--- config.mk ---
export PLATFORM = sky130hd
export DESIGN_NAME = dec_pfx_align
export DESIGN_NICKNAME = d
export VERILOG_FILES = /design/src/rtl/dec_pfx_align_pkg.sv /design/src/rtl/dec_pfx_hwqueue.sv /design/src/rtl/dec_pfx_align.sv
export SDC_FILE = /design/constraint.sdc
export NUM_CORES = 1
export LEC_CHECK = 0
export BUFFER_PORTS_ARGS = -buffer_cell sky130_fd_sc_hd__buf_2
export CAP_MARGIN = 20
export CORE_MARGIN = 2
export CORE_UTILIZATION = 60
export DETAILED_ROUTE_END_ITERATION = 10
export GPL_TIMING_DRIVEN = 1
export PLACE_DENSITY_LB_ADDON = 0.25
export SETUP_SLACK_MARGIN = 0.05
export SYNTH_ARGS = -nofsm -noshare
export SYNTH_HDL_FRONTEND = slang
export SYNTH_HIERARCHICAL = 1
export SYNTH_SLANG_ARGS = --single-unit
--- constraint.sdc ---
create_clock -name clock -period 6.1 [get_ports clock]
set_input_delay 0.305 -clock clock [delete_from_list [all_inputs] [get_ports clock]]
set_output_delay 0.305 -clock clock [all_outputs]
set_load 0.005 [all_outputs]
--- src/rtl/dec_pfx_align_pkg.sv ---
// dec_pfx_align_pkg: shared constants and prefix test for the fetch/decode prefix aligner.
//   PFX_XE8    8'h8E  high byte of an XE prefix halfword
//   PFX_XEC    8'hCE  high byte of a CE-form prefix halfword
//   QDEPTH_DEF 4      default queue depth in halfwords
//   isPfx(h)          true when halfword h starts a two-halfword instruction
// Optional feature macro: DECPFX_CE_EN (CE-form prefixes also pair with their opcode).
package dec_pfx_align_pkg;
    localparam logic [7:0] PFX_XE8 = 8'h8E;
    localparam logic [7:0] PFX_XEC = 8'hCE;
    localparam int QDEPTH_DEF = 4;

    function automatic logic isPfx(input logic [15:0] h);
`ifdef DECPFX_CE_EN
        return (h[15:8] == PFX_XE8) || (h[15:8] == PFX_XEC);
`else
        return h[15:8] == PFX_XE8;
`endif
    endfunction
endpackage

--- src/rtl/dec_pfx_hwqueue.sv ---
// dec_pfx_hwqueue: halfword circular queue with 2-wide push and 1/2-wide pop.
//   clock, reset (async active-low), flush (empties the queue)
//   pushCnt/pushData: halfwords to append (pushData[15:0] first)
//   popCnt: halfwords removed from the head this cycle
//   q0/q1: head halfword and the one after it; count: occupancy
module dec_pfx_hwqueue
    import dec_pfx_align_pkg::*;
#(
    parameter int QDEPTH = QDEPTH_DEF
) (
    input  logic                      clock,
    input  logic                      reset,
    input  logic                      flush,
    input  logic [1:0]                pushCnt,
    input  logic [31:0]               pushData,
    input  logic [1:0]                popCnt,
    output logic [15:0]               q0,
    output logic [15:0]               q1,
    output logic [$clog2(QDEPTH):0]   count
);
    localparam int AW = $clog2(QDEPTH);
    localparam int CW = AW + 1;

    logic [15:0]   mem [QDEPTH];
    logic [AW-1:0] rdPtr;
    logic [AW-1:0] wrPtr;

    assign q0 = mem[rdPtr];
    assign q1 = mem[rdPtr + AW'(1)];

    // Pointers wrap naturally because QDEPTH is a power of two.
    always_ff @(posedge clock or negedge reset) begin
        if (!reset) begin
            rdPtr <= '0;
            wrPtr <= '0;
            count <= '0;
        end else if (flush) begin
            rdPtr <= '0;
            wrPtr <= '0;
            count <= '0;
        end else begin
            rdPtr <= rdPtr + AW'(popCnt);
            wrPtr <= wrPtr + AW'(pushCnt);
            count <= count + CW'(pushCnt) - CW'(popCnt);
        end
    end

    // Storage needs no reset: every read is qualified by count.
    always_ff @(posedge clock) begin
        if (!flush && pushCnt != 2'd0) mem[wrPtr] <= pushData[15:0];
        if (!flush && pushCnt == 2'd2) mem[wrPtr + AW'(1)] <= pushData[31:16];
    end
endmodule

--- src/rtl/dec_pfx_align.sv ---
// dec_pfx_align: halfword queue and prefix aligner between fetch and decode.
//   clock, reset (async active-low), iFlush (discard everything buffered)
//   fetch side : ifWord, ifCnt, ifPc, ifValid -> ifReady
//   decode side: odWord {opcode,prefix|0000}, odPc, odLen, odIsXE, odValid <- odReady
// Optional feature macro: DECPFX_CE_EN (CExx heads are treated as prefixes).
module dec_pfx_align
    import dec_pfx_align_pkg::*;
#(
    parameter int QDEPTH = QDEPTH_DEF,
    parameter int PCW    = 32
) (
    input  logic           clock,
    input  logic           reset,
    input  logic           iFlush,
    input  logic [31:0]    ifWord,
    input  logic [1:0]     ifCnt,
    input  logic [PCW-1:0] ifPc,
    input  logic           ifValid,
    output logic           ifReady,
    output logic [31:0]    odWord,
    output logic [PCW-1:0] odPc,
    output logic [1:0]     odLen,
    output logic           odIsXE,
    output logic           odValid,
    input  logic           odReady
);
    localparam int CW = $clog2(QDEPTH) + 1;

    logic [15:0]    q0;
    logic [15:0]    q1;
    logic [CW-1:0]  count;
    logic [1:0]     inCnt;
    logic [1:0]     popCnt;
    logic [PCW-1:0] headPc;
    logic           headPfx;

    // Registered count only, so there is no combinational path from odReady.
    assign ifReady = !iFlush && (count <= CW'(QDEPTH - 2));
    assign inCnt   = !(ifValid && ifReady) ? 2'd0 : ifCnt[1] ? 2'd2 : {1'b0, ifCnt[0]};
    assign headPfx = isPfx(q0);
    assign odValid = (count != '0) && (!headPfx || count >= CW'(2));
    assign odLen   = !odValid ? 2'd0 : headPfx ? 2'd2 : 2'd1;
    assign odIsXE  = odValid && headPfx;
    assign odWord  = !odValid ? 32'h0 : headPfx ? {q1, q0} : {q0, 16'h0000};
    assign odPc    = headPc;
    assign popCnt  = (odValid && odReady) ? odLen : 2'd0;

    dec_pfx_hwqueue #(.QDEPTH(QDEPTH)) uQueue (
        .clock    (clock),
        .reset    (reset),
        .flush    (iFlush),
        .pushCnt  (inCnt),
        .pushData (ifWord),
        .popCnt   (popCnt),
        .q0       (q0),
        .q1       (q1),
        .count    (count)
    );

    // A bundle landing in a queue that drains empty this cycle starts a new PC run.
    always_ff @(posedge clock or negedge reset) begin
        if (!reset) headPc <= '0;
        else if (inCnt != 2'd0 && count == CW'(popCnt)) headPc <= ifPc;
        else if (popCnt != 2'd0) headPc <= headPc + PCW'({popCnt, 1'b0});
    end
endmodule

# Yosys cells after proc, flatten, opt, wreduce, memory -nomap -nowiden

Memories as Yosys holds them, arrays and structs flattened.
Index checks and enable logic that the tools add are counted.

Memories: 1
Bits in writable memories: 64
Output and inout port bits: 69
Bits of input ports: 71
Logic and storage cells: 48
Flip-flop bits (word level): 39

Add/subtract/negate cells: 7
Reductions and logical operators: 15
Magnitude comparators: 2
Equal/unequal tests: 3
Mux-type cells: 16

Memories:

| name       | words | bits a word | rd ports | clocked after memory_dff | wr ports | line                  | RTL |
|---|---|---|---|---|---|---|---|
| uQueue.mem | 4     | 16          | 2        | 0                        | 2        | dec_pfx_hwqueue.sv:24 | `logic [15:0] mem [QDEPTH];` |

Operators by type and width:

| kind                                                               | count |
|---|---|
| two-way mux 32 bit                                                 | 4 |
| adder 32 x 3 -> 32 bit                                             | 1 |
| two-way mux 2 bit                                                  | 7 |
| == test 8 bit (second input constant)                              | 1 |
| logical AND 1 bit                                                  | 8 |
| nonzero test 2 bit                                                 | 3 |
| adder 2 x 1 -> 2 bit (second input constant)                       | 2 |
| adder 2 bit                                                        | 2 |
| two-way mux 1 bit                                                  | 4 |
| adder 3 x 2 -> 3 bit                                               | 1 |
| == test 3 x 2 -> 1 bit                                             | 1 |
| greater-or-equal comparator 3 x 2 -> 1 bit (second input constant) | 1 |
| <= comparator 3 x 2 -> 1 bit (second input constant)               | 1 |
| two-way mux 3 bit                                                  | 1 |
| nonzero test 3 bit                                                 | 1 |
| subtractor 3 x 2 -> 3 bit                                          | 1 |
| == test 2 bit (second input constant)                              | 1 |
| logical NOT 1 bit                                                  | 2 |
| logical OR 1 bit                                                   | 1 |

# Longest topological paths before layout

An unclocked memory read counts as a cell.

Word-level depth: 10
Gate-level depth with buffers: 16
Gate-level depth less buffers: 12

# Cells and area by module

Netlist, hierarchy kept.

Modules (own cells, without submodules):

| module          | times used | area an instance (sq um) | cells an instance | sequential area each (sq um) |
|---|---|---|---|---|
| dec_pfx_hwqueue | 1          | 4042.6                   | 222               | 2097.0 |
| dec_pfx_align   | 1          | 2544.9                   | 301               | 800.8 |

# Worst setup path after synthesis

No wires, ideal clock.

Path kind: flip-flop to flip-flop
From: reg uQueue.rdPtr[1]
To: reg headPc[17], in the netlist odPc[17]
Cell stages (with the launch flop): 16
Buffers on the path: 4
Clock period less this slack: 4.134 ns
Arrival: 4.009 ns
Setup time: 0.125 ns
Data required time: 5.975 ns
Setup slack: 1.966 ns
Path through: dfrtp_1 -> clkbuf_1 -> buf_2 -> mux4_2 -> and4bb_2 -> nand2_1 -> clkbuf_1 -> and3_1 -> ha_1 -> inv_1 -> fa_1 -> nor3b_2 -> clkbuf_1 -> o211ai_1 -> xnor2_1 -> mux2_4

Longest elaborated chain between the ends: 10
Elaborated cells between the ends (all ways): 16
Classes of those cells: add/sub (1); eq/ne (2); mux (5); reduce/logical (7); memory (1)

Ends and longest elaborated chain:

| what                                                                    | line                                     | RTL |
|---|---|---|
| start: declaration                                                      | dec_pfx_hwqueue.sv:25                    | `logic [AW-1:0] rdPtr;` |
| start signal: assignment                                                | dec_pfx_hwqueue.sv:42                    | `rdPtr <= rdPtr + AW'(popCnt);` |
| memory read (4 x 16 bit) (*)                                            | --                                       |  |
| net q0[10]                                                              | dec_pfx_align.sv:29                      | `logic [15:0] q0;` |
| == test 8 bit (*)                                                       | dec_pfx_align_pkg.sv:16                  | `return h[15:8] == PFX_XE8;` |
| logical NOT 1 bit                                                       | dec_pfx_align.sv:41                      | `assign odValid = (count != '0) && (!headPfx \|\| count >= CW'(2));` |
| logical OR 1 bit                                                        | dec_pfx_align.sv:41                      |  |
| logical AND 1 bit                                                       | dec_pfx_align.sv:41                      |  |
| two-way mux 2 bit / logical AND 1 bit (equally long branches)           | dec_pfx_align.sv:42, dec_pfx_align.sv:46 |  |
| two-way mux 2 bit (*)                                                   | dec_pfx_align.sv:46                      | `assign popCnt = (odValid && odReady) ? odLen : 2'd0;` |
| net popCnt[0]                                                           | dec_pfx_align.sv:33                      | `logic [1:0] popCnt;` |
| adder 32 x 3 -> 32 bit / == test 3 x 2 -> 1 bit (equally long branches) | dec_pfx_align.sv:64, dec_pfx_align.sv:63 |  |
| two-way mux 32 bit / logical AND 1 bit (equally long branches)          | dec_pfx_align.sv:64, dec_pfx_align.sv:63 |  |
| two-way mux 32 bit / nonzero test 2 bit (equally long branches)         | --                                       |  |
| end signal: assignment                                                  | dec_pfx_align.sv:63                      | `else if (inCnt != 2'd0 && count == CW'(popCnt)) headPc <= ifPc;` |
| end signal: assignment                                                  | dec_pfx_align.sv:64                      | `else if (popCnt != 2'd0) headPc <= headPc + PCW'({popCnt, 1'b0});` |
| end: declaration                                                        | dec_pfx_align.sv:34                      | `logic [PCW-1:0] headPc;` |

Mark *: on every way through the listed nets, which the timed path passes. The rest lies on a longest branch. The select of a mux whose other input is x is not followed.
A chain may end at the register's enable or synchronous reset.

# Worst setup path after layout

From: reg uQueue.rdPtr[1]
To: reg headPc[31], in the netlist odPc[31]

The elaborated chain is that of the path after synthesis.

==> results_dict.tcl <==
set metrics [dict create \
    cpPeakStageDelay_ps 900 \
    antenna_found_initial 0 \
    path_clk_slew_ps 100 \
    leakagePower_uw 0.00297 \
    ys_types 67 \
    timing.final.crit_share 0.809 \
    gp_congestion 0.833 \
    cp_max_fo 26 \
    hold_path.class "in2async" \
    postPlaceCellArea_mm2 0.00730 \
    drc 0 \
    die_x_um 109 \
    totalPowerFinal_uw 2510 \
    antenna_left 0 \
    cts_buffer_depth 2 \
    ios 140 \
    routed_wl_um 15600 \
    fin_nets 725 \
    tritoncts "built" \
    cts-root-buf "clkbuf_8" \
    stdcell_area_mm2 0.00748 \
    vias_per_cell 6.10 \
    cap_violations 0 \
    syn_to_final_growth_pct 13.6 \
    grt_pass1_vias 4762 \
    ys_ff_latch 103 \
    yosys.area.top_type "edfxtp_1" \
    rsz0062_at_grt "no" \
    track_usage 0.273 \
    slew_headroom 0.274 \
    row_count 38 \
    synth-edff-count 64 \
    finClkSkew_ps 8.97 \
    setup_viol_count_final 0 \
    slew_viol_final 0 \
    required_ps 6410 \
    wl_per_cell_um 19.8 \
    comb_power_share 0.402 \
    synthFlopType "edfxtp_1" \
    synth_cells 523 \
    crit_arrival_ps 5240 \
    clock.fmax_mhz 203 \
    cp_cell_sequence "mux4_2, and4bb_2, nand2_1, and3_1, ha_1, inv_1, fa_1, a211oi_4, nor2_1, or4_1, a31oi_1" \
    clkLatencyLatePin_ps 380 \
    switching_power_uw 956 \
    status "complete, no violations" \
    grt_max_degree 41 \
    p_clk_frac 0.164 \
    ir_drop_mv 0.195 \
    yosysTopAreaCellShare 0.292 \
    core_mm2 0.0108 \
    syn_area_mm2 0.00659 \
    drive_gt1_frac 0.460 \
    async_flop_share 0.379 \
    antenna_cells 0 \
    synth_area_leaders "edfxtp_1 (29%), dfrtp_1 (15%), mux4_2 (11%)" \
    via_count 4820 \
    drt_first_pass_iters 7 \
    htreeDepth 3 \
    path_class "reg2reg" \
    finalHoldViolations 0 \
    tightest_slew_ps 1090 \
    yosysSeqAreaShare 0.440 \
    post_cts_resized 0 \
    powerDensity_mw_per_mm2 335 \
    yosys_warnings 6 \
    detailed_place_hpwl_um 11200 \
    die_area_mm2 0.0118 \
    end_kind "flip-flop" \
    cts_buffers 9 \
    period_needed_ps 4940 \
    cp_slowest_cell "dfrtp_2" \
    grt_overflow 0 \
    portBuffers 135 \
    nFillCells 805 \
    critPathBufInv 1 \
    yosys-top-cells-count "edfxtp_1 (64), mux2_2 (50), nor2_1 (46)" \
    p_sw_frac 0.381 \
    final.setup.tns_ps 0 \
    die_h_um 109 \
    critPathTopFamily "simple AND/OR/NAND/NOR gates" \
    cts_hold_buf 0 \
    seq_power_share 0.434 \
    start_util 0.610 \
    grt_pass1_wl_um 24400 \
    drtIter0Drc 310 \
    yosysMostFrequentCell "edfxtp_1" \
    numClockSinks 103 \
    avgSynthCellArea_um2 12.6 \
    startpoint_type "flip-flop" \
    post-cts-setup-buffer-count 0 \
    power.internal_uw 1550 \
]
==> cell type report <==
type,instances,area [um2],area share
Timing Repair Buffer,146,762,0.102
Sequential cell,103,2900,0.388
Inverter,14,52.6,0.00702
Multi-Input combinational cell,371,3410,0.456
Tap cell,140,175,0.0234
Clock buffer,9,124,0.0166
Clock inverter,7,56.3,0.00753
==> logic make-up after synthesis <==
logic type | count (synthesis) | synth area share
muxes | 108 | 0.253
AOI/OAI and AO/OA | 73 | 0.0796
other | 1 | 0.000569
adders and majority gates | 9 | 0.0205
xor gates and xnor gates | 30 | 0.0399
and+or+nand+nor | 147 | 0.120
buffers and inverters | 52 | 0.0469
DFF | 103 | 0.440
==> sequential cells by signal, indices dropped and copies added, names as in the netlist <==
register / count
odPc: 32
uQueue/rdPtr: 2
uQueue/mem: 64
uQueue/count: 3
uQueue/wrPtr: 2
==> power by group through the flow <==
stage               Sequential [uW]  Clock [uW]  Combinational, uW
CTS                            1080         416               1010
global placement               1090           0                974
finish                         1090         411               1010
global route                   1110         453               1120
detailed placement             1100           0               1010
floorplan                      1030           0                698
==> cell usage in the layout (no fill, tap or decap), types with 3 or more instances in the layout <==
master	instances
a211oi_2	3
a21oi_1	21
a21oi_2	10
a31oi_1	5
and2_1	3
and3_1	13
buf_2	135
buf_4	10
clkbuf_8	9
clkinv_4	3
conb_1	4
dfrtp_1	38
edfxtp_1	64
fa_1	3
ha_1	6
inv_1	13
mux2_2	50
mux2_4	24
mux4_2	32
nand2_1	28
nand3_1	13
nand4_1	7
nor2_1	46
nor2b_1	3
nor3_1	4
nor4_1	4
o2111ai_1	6
o211ai_1	6
o21ai_0	8
or3_1	4
or4_1	3
xnor2_1	17
xor2_1	13
==> through the flow <==
stage / util / worst slack [ps] / hold WS (ps) / std cells
global placement: 0.675 / 1370 / 469 / 773
global route: 0.693 / 868 / 90.5 / 790
CTS: 0.693 / 1170 / 53.0 / 790
finish: 0.693 / 1160 / 31.4 / 790
floorplan: - / 1970 / 9.41 / 526
detailed placement: 0.676 / 1210 / 476 / 774
==> routing by layer <==
metal / GRT usage / share of wire / vias to the layer above / wire length [um]
met5: 0 / 0 / - / 0
met4: 0.119 / 0.026 / 0 / 402
met3: 0.0436 / 0.074 / 33 / 1150
met2: 0.458 / 0.49 / 200 / 7720
met1: 0.353 / 0.41 / 2364 / 6360
li1: - / - / 2223 / -
==> final timing paths <==
path | endpoint | slack (ps) | cells past startpoint | from
setup / recovery | odPc[31] | 1160 | 11 | uQueue/rdPtr[1]
hold / removal | odPc[0] | 30 | 1 | reset
setup reg to reg | odPc[31] | 1160 | 11 | uQueue/rdPtr[1]
hold reg to reg | odPc[0] | 520 | 1 | odPc[0]
max in group asynchronous | uQueue/rdPtr[1] | 5470 | 1 | reset
min in group clock | odPc[17] | 150 | 2 | ifPc[17]
==> worst reg2reg max path, stage by stage (launching register included) <==
cell      delay [ps]
dfrtp_2          900
mux4_2           640
and4bb_2         320
nand2_1          570
and3_1           340
ha_1             190
inv_1             50
fa_1             430
a211oi_4         540
nor2_1           170
or4_1            530
a31oi_1          170
Note: power is estimated with default switching activity, not from simulation.
